### src/rtl/mem_port_arbiter_pkg.sv
// Shared types and constants for the IF/MEM memory port arbiter.
package mem_arb_pkg;

  typedef enum logic [1:0] {
    ARB_IDLE,
    ARB_BUSY,
    ARB_RESP
  } arb_state_t;

  typedef enum logic {
    GNT_I,
    GNT_D
  } arb_gnt_t;

  localparam logic [31:0] NOP_INSTR = 32'h0000_0013;

endpackage

### src/rtl/mem_port_arbiter_if.sv
// Requester and backend handshake bundle for mem_port_arbiter.
// slave = arbiter side, master = pipeline/backend side.
interface mem_port_arbiter_if #(
  parameter int ADDR_W = 32,
  parameter int DATA_W = 32
);
  logic              i_req;
  logic [ADDR_W-1:0] i_addr;
  logic              i_valid;
  logic [DATA_W-1:0] i_rdata;
  logic              i_stall;

  logic              d_req;
  logic              d_we;
  logic [ADDR_W-1:0] d_addr;
  logic [DATA_W-1:0] d_wdata;
  logic              d_valid;
  logic [DATA_W-1:0] d_rdata;
  logic              d_stall;

  logic              m_req;
  logic              m_we;
  logic [ADDR_W-1:0] m_addr;
  logic [DATA_W-1:0] m_wdata;
  logic              m_done;
  logic [DATA_W-1:0] m_rdata;

  modport slave (
    input  i_req, i_addr, d_req, d_we, d_addr, d_wdata, m_done, m_rdata,
    output i_valid, i_rdata, i_stall, d_valid, d_rdata, d_stall,
           m_req, m_we, m_addr, m_wdata
  );

  modport master (
    output i_req, i_addr, d_req, d_we, d_addr, d_wdata, m_done, m_rdata,
    input  i_valid, i_rdata, i_stall, d_valid, d_rdata, d_stall,
           m_req, m_we, m_addr, m_wdata
  );
endinterface

### src/rtl/mem_arb_perf_ctr.sv
// Free-running conflict and busy cycle counters, wrapping modulo 2^32.
module mem_arb_perf_ctr (
  input  logic        clk,
  input  logic        rst,
  input  logic        conflict,
  input  logic        busy,
  output logic [31:0] conflict_cnt,
  output logic [31:0] busy_cnt
);

  // Count qualifying cycles; both counters clear on reset.
  always_ff @(posedge clk or posedge rst) begin
    if (rst) begin
      conflict_cnt <= '0;
      busy_cnt     <= '0;
    end else begin
      if (conflict) conflict_cnt <= conflict_cnt + 32'd1;
      if (busy)     busy_cnt     <= busy_cnt + 32'd1;
    end
  end

endmodule

### src/rtl/mem_port_arbiter.sv
// Shares one single-ported, variable-latency memory backend between the
// IF stage (reads) and the MEM stage (reads/writes). One transaction in
// flight; data wins ties unless IF has lost STARVE_MAX times in a row.
// Optional feature macro: ARB_PERF_CNT_EN (conflict / busy cycle counters).
//
// state    | meaning
// ARB_IDLE | waiting for a request; arbitrate and load m_* on the way out
// ARB_BUSY | m_req high, m_* stable, waiting for m_done
// ARB_RESP | valid pulse to the granted requester, requests not sampled
module mem_port_arbiter
  import mem_arb_pkg::*;
#(
  parameter int ADDR_W     = 32,
  parameter int DATA_W     = 32,
  parameter int STARVE_MAX = 4
) (
  input  logic                clk,
  input  logic                rst,
  mem_port_arbiter_if.slave   bus,
  output logic [31:0]         perf_conflict_cnt,
  output logic [31:0]         perf_busy_cnt
);

  localparam int STARVE_W = $clog2(STARVE_MAX + 1);
  localparam logic [STARVE_W-1:0] STARVE_LIM = STARVE_W'(STARVE_MAX);

  arb_state_t          state;
  arb_gnt_t            gnt;
  arb_gnt_t            pick;
  logic [STARVE_W-1:0] starve_cnt;

  // Data first, except when IF has been starved to the limit.
  always_comb begin
    pick = GNT_I;
    if (bus.d_req && !(bus.i_req && (starve_cnt == STARVE_LIM)))
      pick = GNT_D;
  end

  // Arbiter FSM with registered backend and response outputs.
  always_ff @(posedge clk or posedge rst) begin
    if (rst) begin
      state       <= ARB_IDLE;
      gnt         <= GNT_I;
      starve_cnt  <= '0;
      bus.m_req   <= 1'b0;
      bus.m_we    <= 1'b0;
      bus.m_addr  <= {ADDR_W{1'b0}};
      bus.m_wdata <= {DATA_W{1'b0}};
      bus.i_valid <= 1'b0;
      bus.i_rdata <= {DATA_W{1'b0}};
      bus.d_valid <= 1'b0;
      bus.d_rdata <= {DATA_W{1'b0}};
    end else begin
      bus.i_valid <= 1'b0;
      bus.d_valid <= 1'b0;
      case (state)
        ARB_IDLE: begin
          if (bus.i_req || bus.d_req) begin
            gnt       <= pick;
            bus.m_req <= 1'b1;
            state     <= ARB_BUSY;
            if (pick == GNT_D) begin
              bus.m_we    <= bus.d_we;
              bus.m_addr  <= bus.d_addr;
              bus.m_wdata <= bus.d_wdata;
              if (bus.i_req && (starve_cnt != STARVE_LIM))
                starve_cnt <= starve_cnt + 1'b1;
            end else begin
              bus.m_we    <= 1'b0;
              bus.m_addr  <= bus.i_addr;
              bus.m_wdata <= {DATA_W{1'b0}};
              starve_cnt  <= '0;
            end
          end
        end
        ARB_BUSY: begin
          if (bus.m_done) begin
            bus.m_req <= 1'b0;
            state     <= ARB_RESP;
            if (gnt == GNT_D) begin
              bus.d_valid <= 1'b1;
              bus.d_rdata <= bus.m_we ? {DATA_W{1'b0}} : bus.m_rdata;
            end else begin
              bus.i_valid <= 1'b1;
              bus.i_rdata <= bus.m_rdata;
            end
          end
        end
        ARB_RESP: state <= ARB_IDLE;
        default:  state <= ARB_IDLE;
      endcase
    end
  end

  // Stall whenever a request is pending without its response this cycle.
  assign bus.i_stall = bus.i_req & ~bus.i_valid;
  assign bus.d_stall = bus.d_req & ~bus.d_valid;

`ifdef ARB_PERF_CNT_EN
  logic conflict_cyc;

  // Both stages contending while the port is free.
  assign conflict_cyc = (state == ARB_IDLE) && bus.i_req && bus.d_req;

  mem_arb_perf_ctr u_perf (
    .clk          (clk),
    .rst          (rst),
    .conflict     (conflict_cyc),
    .busy         (bus.m_req),
    .conflict_cnt (perf_conflict_cnt),
    .busy_cnt     (perf_busy_cnt)
  );
`else
  assign perf_conflict_cnt = 32'd0;
  assign perf_busy_cnt     = 32'd0;
`endif

endmodule
### src/flat_wrapper.sv
// flat-port wrapper written by rule: the top's interface ports become plain ports
module mem_port_arbiter_flat import mem_arb_pkg::*;
#(
  parameter int ADDR_W     = 32,
  parameter int DATA_W     = 32,
  parameter int STARVE_MAX = 4
)
  (clk, rst, perf_conflict_cnt, perf_busy_cnt, bus_i_req, bus_i_addr, bus_d_req, bus_d_we, bus_d_addr, bus_d_wdata, bus_m_done, bus_m_rdata, bus_i_valid, bus_i_rdata, bus_i_stall, bus_d_valid, bus_d_rdata, bus_d_stall, bus_m_req, bus_m_we, bus_m_addr, bus_m_wdata);
  mem_port_arbiter_if #(.ADDR_W(ADDR_W), .DATA_W(DATA_W)) bus_i ();
  input  logic clk;
  input  logic rst;
  output logic [31:0] perf_conflict_cnt;
  output logic [31:0] perf_busy_cnt;
  input wire logic [$bits(bus_i.i_req)-1:0] bus_i_req;
  input wire logic [$bits(bus_i.i_addr)-1:0] bus_i_addr;
  input wire logic [$bits(bus_i.d_req)-1:0] bus_d_req;
  input wire logic [$bits(bus_i.d_we)-1:0] bus_d_we;
  input wire logic [$bits(bus_i.d_addr)-1:0] bus_d_addr;
  input wire logic [$bits(bus_i.d_wdata)-1:0] bus_d_wdata;
  input wire logic [$bits(bus_i.m_done)-1:0] bus_m_done;
  input wire logic [$bits(bus_i.m_rdata)-1:0] bus_m_rdata;
  output wire logic [$bits(bus_i.i_valid)-1:0] bus_i_valid;
  output wire logic [$bits(bus_i.i_rdata)-1:0] bus_i_rdata;
  output wire logic [$bits(bus_i.i_stall)-1:0] bus_i_stall;
  output wire logic [$bits(bus_i.d_valid)-1:0] bus_d_valid;
  output wire logic [$bits(bus_i.d_rdata)-1:0] bus_d_rdata;
  output wire logic [$bits(bus_i.d_stall)-1:0] bus_d_stall;
  output wire logic [$bits(bus_i.m_req)-1:0] bus_m_req;
  output wire logic [$bits(bus_i.m_we)-1:0] bus_m_we;
  output wire logic [$bits(bus_i.m_addr)-1:0] bus_m_addr;
  output wire logic [$bits(bus_i.m_wdata)-1:0] bus_m_wdata;
  assign bus_i.i_req = bus_i_req;
  assign bus_i.i_addr = bus_i_addr;
  assign bus_i.d_req = bus_d_req;
  assign bus_i.d_we = bus_d_we;
  assign bus_i.d_addr = bus_d_addr;
  assign bus_i.d_wdata = bus_d_wdata;
  assign bus_i.m_done = bus_m_done;
  assign bus_i.m_rdata = bus_m_rdata;
  assign bus_i_valid = bus_i.i_valid;
  assign bus_i_rdata = bus_i.i_rdata;
  assign bus_i_stall = bus_i.i_stall;
  assign bus_d_valid = bus_i.d_valid;
  assign bus_d_rdata = bus_i.d_rdata;
  assign bus_d_stall = bus_i.d_stall;
  assign bus_m_req = bus_i.m_req;
  assign bus_m_we = bus_i.m_we;
  assign bus_m_addr = bus_i.m_addr;
  assign bus_m_wdata = bus_i.m_wdata;
  mem_port_arbiter #(.ADDR_W(ADDR_W), .DATA_W(DATA_W), .STARVE_MAX(STARVE_MAX)) u_core (.clk(clk), .rst(rst), .bus(bus_i), .perf_conflict_cnt(perf_conflict_cnt), .perf_busy_cnt(perf_busy_cnt));
endmodule
### config.mk
export PLATFORM = sky130hd
export DESIGN_NAME = mem_port_arbiter_flat
export DESIGN_NICKNAME = d
export VERILOG_FILES = /design/src/rtl/mem_port_arbiter_pkg.sv /design/src/rtl/mem_port_arbiter_if.sv /design/src/rtl/mem_arb_perf_ctr.sv /design/src/rtl/mem_port_arbiter.sv /design/src/flat_wrapper.sv
export SDC_FILE = /design/constraint.sdc
export NUM_CORES = 1
export LEC_CHECK = 0
export ABC_AREA = 0
export BUFFER_PORTS_ARGS = -buffer_cell sky130_fd_sc_hd__buf_2
export CORE_UTILIZATION = 35
export CTS_CLUSTER_DIAMETER = 150
export DETAILED_ROUTE_END_ITERATION = 6
export HOLD_SLACK_MARGIN = 0.08
export PLACE_DENSITY = 0.72
export SKIP_LAST_GASP = 1
export SLEW_MARGIN = 30
export SYNTH_ARGS = -nofsm -noshare
export SYNTH_HDL_FRONTEND = slang
export SYNTH_SLANG_ARGS = --single-unit
### constraint.sdc
create_clock -name clk -period 4.5 [get_ports clk]
set_input_delay 0.45 -clock clk [delete_from_list [all_inputs] [get_ports clk]]
set_output_delay 0.45 -clock clk [all_outputs]
set_load 0.005 [all_outputs]
After elaboration in Yosys (flattened, before gate mapping)
Cells that the tools add are included.

Register bits: 138. Bits in latches: 0. RAM bits: 0. Memory bits (read-only): 0. Bits of input ports: 134. Output and inout port bits: 198. Logic and storage cells: 55. Memories kept: 0.

$add $sub $neg: 1. $mul: 0. Div/mod/pow operators: 0. $lt $le $gt $ge: 0. Equal/unequal tests: 6. Shift operators: 0. Muxes and demuxes: 19. Bitwise logic cells: 5. Reductions and logical operators: 13.

Operators with widths (count): $mux 32 (3); $reduce_and 3->1 (4); $mux 1 (10); $mux 3 (2); $mux 2 (2); $ne 2x2->1 const B (2); $pmux 2 s2 (1); $reduce_and 2->1 (2); $add 3x1->3 const B (1); $eq 3x3->1 const B (1); $logic_and 1x1->1 (3); $ne 3x3->1 const B (1); $not 1->1 (3); $and 1x1->1 (2); $eq 2x1->1 const B (1); $logic_not 2->1 (1); $ne 2x1->1 const B (1); $pmux 1 s2 (1); $reduce_bool 2->1 (1); $logic_not 1->1 (1); $logic_or 1x1->1 (1).

Longest topological paths before layout
Word-level depth: 7. Gate-level depth with buffers: 7. Depth with buffers taken out: 5.

Worst setup path after synthesis
Ideal clock, no wire load.

Path kind: flip-flop to flip-flop. Start: register u_core.starve_cnt[0]. End: register u_core.bus.m_addr[0] (netlist bit). Data arrival time: 1.409 ns. Path slack: 2.955 ns. Stages on the path, launching flop included: 8. Clock period less this slack: 1.545 ns. Cell sequence: dfrtp_1 inv_1 ha_1 nand3_2 and2_1 clkbuf_1 buf_2 o221ai_2.

Cells in the longest elaborated chain, start to end: 6.

RTL lines: start: declaration (RTL line mem_port_arbiter.sv:30) `logic [STARVE_W-1:0] starve_cnt;`; start signal: assignment (RTL line mem_port_arbiter.sv:67) `starve_cnt <= starve_cnt + 1'b1;`; $eq 3x3->1 (RTL line mem_port_arbiter.sv:35) `if (bus.d_req && !(bus.i_req && (starve_cnt == STARVE_LIM)))`; $logic_and 1x1->1 (RTL line mem_port_arbiter.sv:35); $logic_not 1->1 (RTL line mem_port_arbiter.sv:35); $logic_and 1x1->1 (RTL line mem_port_arbiter.sv:35); $mux 1 (RTL line mem_port_arbiter.sv:35); $mux 32 (RTL line mem_port_arbiter.sv:62) `if (pick == GNT_D) begin`; end signal: assignment (RTL line mem_port_arbiter.sv:47) `bus.m_addr <= {ADDR_W{1'b0}};`; end signal: assignment (RTL line mem_port_arbiter.sv:64) `bus.m_addr <= bus.d_addr;`; end signal: assignment (RTL line mem_port_arbiter.sv:70) `bus.m_addr <= bus.i_addr;`; end: declaration (RTL line mem_port_arbiter_if.sv:31) `m_req, m_we, m_addr, m_wdata`.

No other way between the ends. A chain may end at the register's enable or synchronous reset.

Worst setup path in the final report
Start: register u_core.state[0]. End: register u_core.bus.m_addr[29] (netlist bit).

Cells in the longest elaborated chain, start to end: 2.

RTL lines: start: declaration (RTL line mem_port_arbiter.sv:27) `arb_state_t state;`; start signal: assignment (RTL line mem_port_arbiter.sv:42) `state <= ARB_IDLE;`; start signal: assignment (RTL line mem_port_arbiter.sv:61) `state <= ARB_BUSY;`; start signal: assignment (RTL line mem_port_arbiter.sv:79) `state <= ARB_RESP;`; $logic_not 2->1 (RTL line mem_port_arbiter.sv:56) `case (state)`; $reduce_and 2->1 (no line).

No other way between the ends.

==> results.py <==
metrics = {
    "logic_synthesis": {
        "synth_xor_area_share_pct": 0,
        "synth_top_area_cell": "dfrtp_1",
        "synth_seq_cells": 138,
        "synth_top_family_by_area": "compound AO/OA/AOI/OAI gates",
        "ys.flop_type": "dfrtp_1",
        "synthTopCellsByArea": "dfrtp_1 53%, buf_4 7.9%, o221ai_2 7.0%",
        "yosysUniqueCellTypes": 32,
        "synth_edf_count": 0,
        "yosysMostFrequentCell": "dfrtp_1",
        "async_reset_ff_share_pct": 100,
        "muxShareOfSynthArea_pct": 5.57,
        "synthCells": 573,
        "syn_avg_cell_area_sq_um": 11.3,
        "synth_common_cells": "138 x dfrtp_1, 68 x buf_4, 37 x inv_1",
        "synth.top_cell.area_share_pct": 53.3,
        "ys.warnings.count": 0,
        "synth_compound_area_share_pct": 14.7,
        "syn_area_sq_um": 6470,
        "synth-simple-area-share_pct": 12.7,
        "synthAdderAreaFrac_pct": 0.387,
        "synth_seq_area_share_pct": 53.3,
    },
    "clock_tree": {
        "clock-sinks": 138,
        "tritoncts": "yes",
        "cts_buffers": 17,
        "hold_buffers": 0,
        "htree_levels": 4,
        "clk_latency_ns": 0.41,
        "cts-root-buf": "clkbuf_16",
        "postCtsSetupBuffers": 0,
        "cts.reportedPaths.clkPinSlew_ns": 0.06,
        "cts_resized": 0,
        "clockBufferDepth": 2,
    },
    "setup_path": {
        "startpoint_type": "flip-flop",
        "crit_fanout": 36,
        "critical_path_class": "reg -> reg",
        "cp-end-kind": "flip-flop",
        "cp.arrival_ns": 2.68,
        "cp.required_ns": 4.75,
    },
    "die": {
        "dieWidth_um": 138,
        "ios": 332,
        "initial_core_util_pct": 35.9,
        "core-area_sq_um": 18000,
        "die_h_um": 138,
        "dieArea_sq_um": 19000,
        "fp-row-count": 49,
    },
    "sta": {
        "rsz0062_at_grt": "no",
        "slew_viol_final": 0,
        "finClkSkew_ns": 0.00684,
        "slew_headroom_pct": 48.9,
        "fin_tns_setup_ns": 0,
        "max_freq_mhz": 411,
        "setup_viol": 0,
        "period_minus_slack_ns": 2.43,
        "finalCritPeriodShare_pct": 54.1,
        "finalHoldViolCount": 0,
        "worst_pin_slew_ns": 0.767,
    },
    "routing": {
        "wl_met1_mm": 6.73,
        "drt-total-wl_mm": 16.4,
        "dr_wl_met2_mm": 8.28,
        "drcViolationCount": 0,
        "first_pass_iters": 4,
        "top_layer": "met4",
        "drt_iter0_markers": 219,
        "via_per_inst": 4.76,
        "vias": 5055,
        "wl_per_cell_um": 15.5,
        "ant_nets": 0,
        "route.met3.wl_um": 967,
    },
    "power_and_ir_drop": {
        "powerDensity_nw_per_um2": 680,
        "vdd_drop_max_v": 0.000309,
        "p_leak_uw": 0.00425,
        "fin_total_pwr_uw": 5670,
    },
    "global_route": {
        "antenna_found_initial": 1,
        "grt_pass1_vias": 4839,
        "grt.total_usage_pct": 17.3,
        "gr-total-overflow": 0,
        "grt_pass1_wl_mm": 25.8,
        "grt_max_degree": 110,
    },
    "outcome": {
        "status": "finished clean",
    },
    "hold_path": {
        "hp-class": "in -> async",
    },
    "job": {
        "maxCapViolCount": 0,
    },
    "place": {
        "port_buffers": 267,
        "dp_hpwl_mm": 11.4,
        "place_area_sq_um": 7690,
        "gp_congestion": 0.782,
    },
    "final_layout": {
        "areaGrowthSynthToFinish_pct": 28.8,
        "layout.nets": 954,
        "final_layout_size_suffix_gt1_share_pct": 44.8,
        "final_area_sq_um": 8340,
    },
}
## state kept, by name, summed over array words and instances, names as in the netlist
signal	count
u_core.bus.d_valid	1
u_core.bus.i_valid	1
u_core.starve_cnt	3
u_core.state	2
u_core.bus.d_rdata	32
u_core.bus.m_we	1
u_core.bus.i_rdata	32
u_core.bus.m_addr	32
u_core.bus.m_req	1
u_core.gnt	1
u_core.bus.m_wdata	32
## cell type report
class	instances	area, sq um
inverters	37	146
flip-flops and latches	138	3450
clock inverters	10	163
well taps	229	287
diodes	1	2.50
clock buffers	22	474
fillers	1689	9690
multi-input cells	351	2410
repair buffers	273	1400
## routing by layer
metal	track usage, %	up-vias
met4	7.35	0
li1	-	2378
met5	0	-
met2	28.6	227
met1	21.0	2422
met3	5.23	28
## critical path: stages, from the launching register on
cell and delay (ns):
dfrtp_1 0.44, nor2_4 0.60, buf_4 0.44, and2_4 0.57
o221ai_1 0.20
## power by group
part / internal [uW] / switching [uW]
Clock: 973 / 531
Sequential: 1810 / 332
Combinational: 1010 / 1010
## kinds of logic after synthesis
kind of cell / count (synthesis)
DFF: 138
muxes: 32
and+or+nand+nor: 150
other: 1
AOI/OAI and AO/OA: 103
buffers and inverters: 147
adders and majority gates: 2
## path summary, 6_finish.rpt
path | from | to | slack [ns] | depth (start not counted)
hold reg to reg | u_core.bus.d_rdata[12] | u_core.bus.d_rdata[12] | 0.47 | 2
setup reg to reg | u_core.state[0] | u_core.bus.m_addr[29] | 2.07 | 4
min in group clk | bus_d_we | u_core.bus.m_we | 0.25 | 2
hold / removal | rst | u_core.bus.m_wdata[1] | 0.14 | 2
max in group asynchronous | rst | u_core.bus.d_rdata[25] | 3.38 | 3
setup / recovery | u_core.state[0] | u_core.bus.m_addr[29] | 2.07 | 4
## through the flow
| stage | instances | util [%] | hold WS [ns] | setup WS (ns) |
|---|---|---|---|---|
| 6_report | 1061 | 46.3 | 0.143 | 2.07 |
| 5_1_grt | 1061 | 46.3 | 0.225 | 1.88 |
| 4_1_cts | 1060 | 46.2 | 0.203 | 1.88 |
| 3_5_place_dp | 1028 | 42.7 | 0.465 | 1.88 |
| 3_3_place_gp | 1027 | 42.5 | 0.456 | 1.95 |
| 2_1_floorplan | 636 | - | 0.469 | 0.354 |
## cell usage in the layout, fill, tap and decap left out, types with 2 or more instances in the layout
cell / instances
a22o_1: 33
and2_4: 2
buf_2: 267
buf_4: 5
bufinv_16: 4
clkbuf_1: 2
clkbuf_16: 17
clkbuf_8: 3
clkinv_2: 2
clkinvlp_4: 2
conb_1: 64
dfrtp_1: 137
ha_1: 2
inv_1: 36
mux2_1: 2
mux2_2: 30
nand2_1: 36
nand2b_1: 33
nand3_1: 33
nand4_1: 34
nor2_4: 2
nor2b_1: 2
o21ai_0: 33
o21ai_1: 4
o221ai_1: 2
o221ai_2: 30
Note: power is estimated with default switching activity, not from simulation.
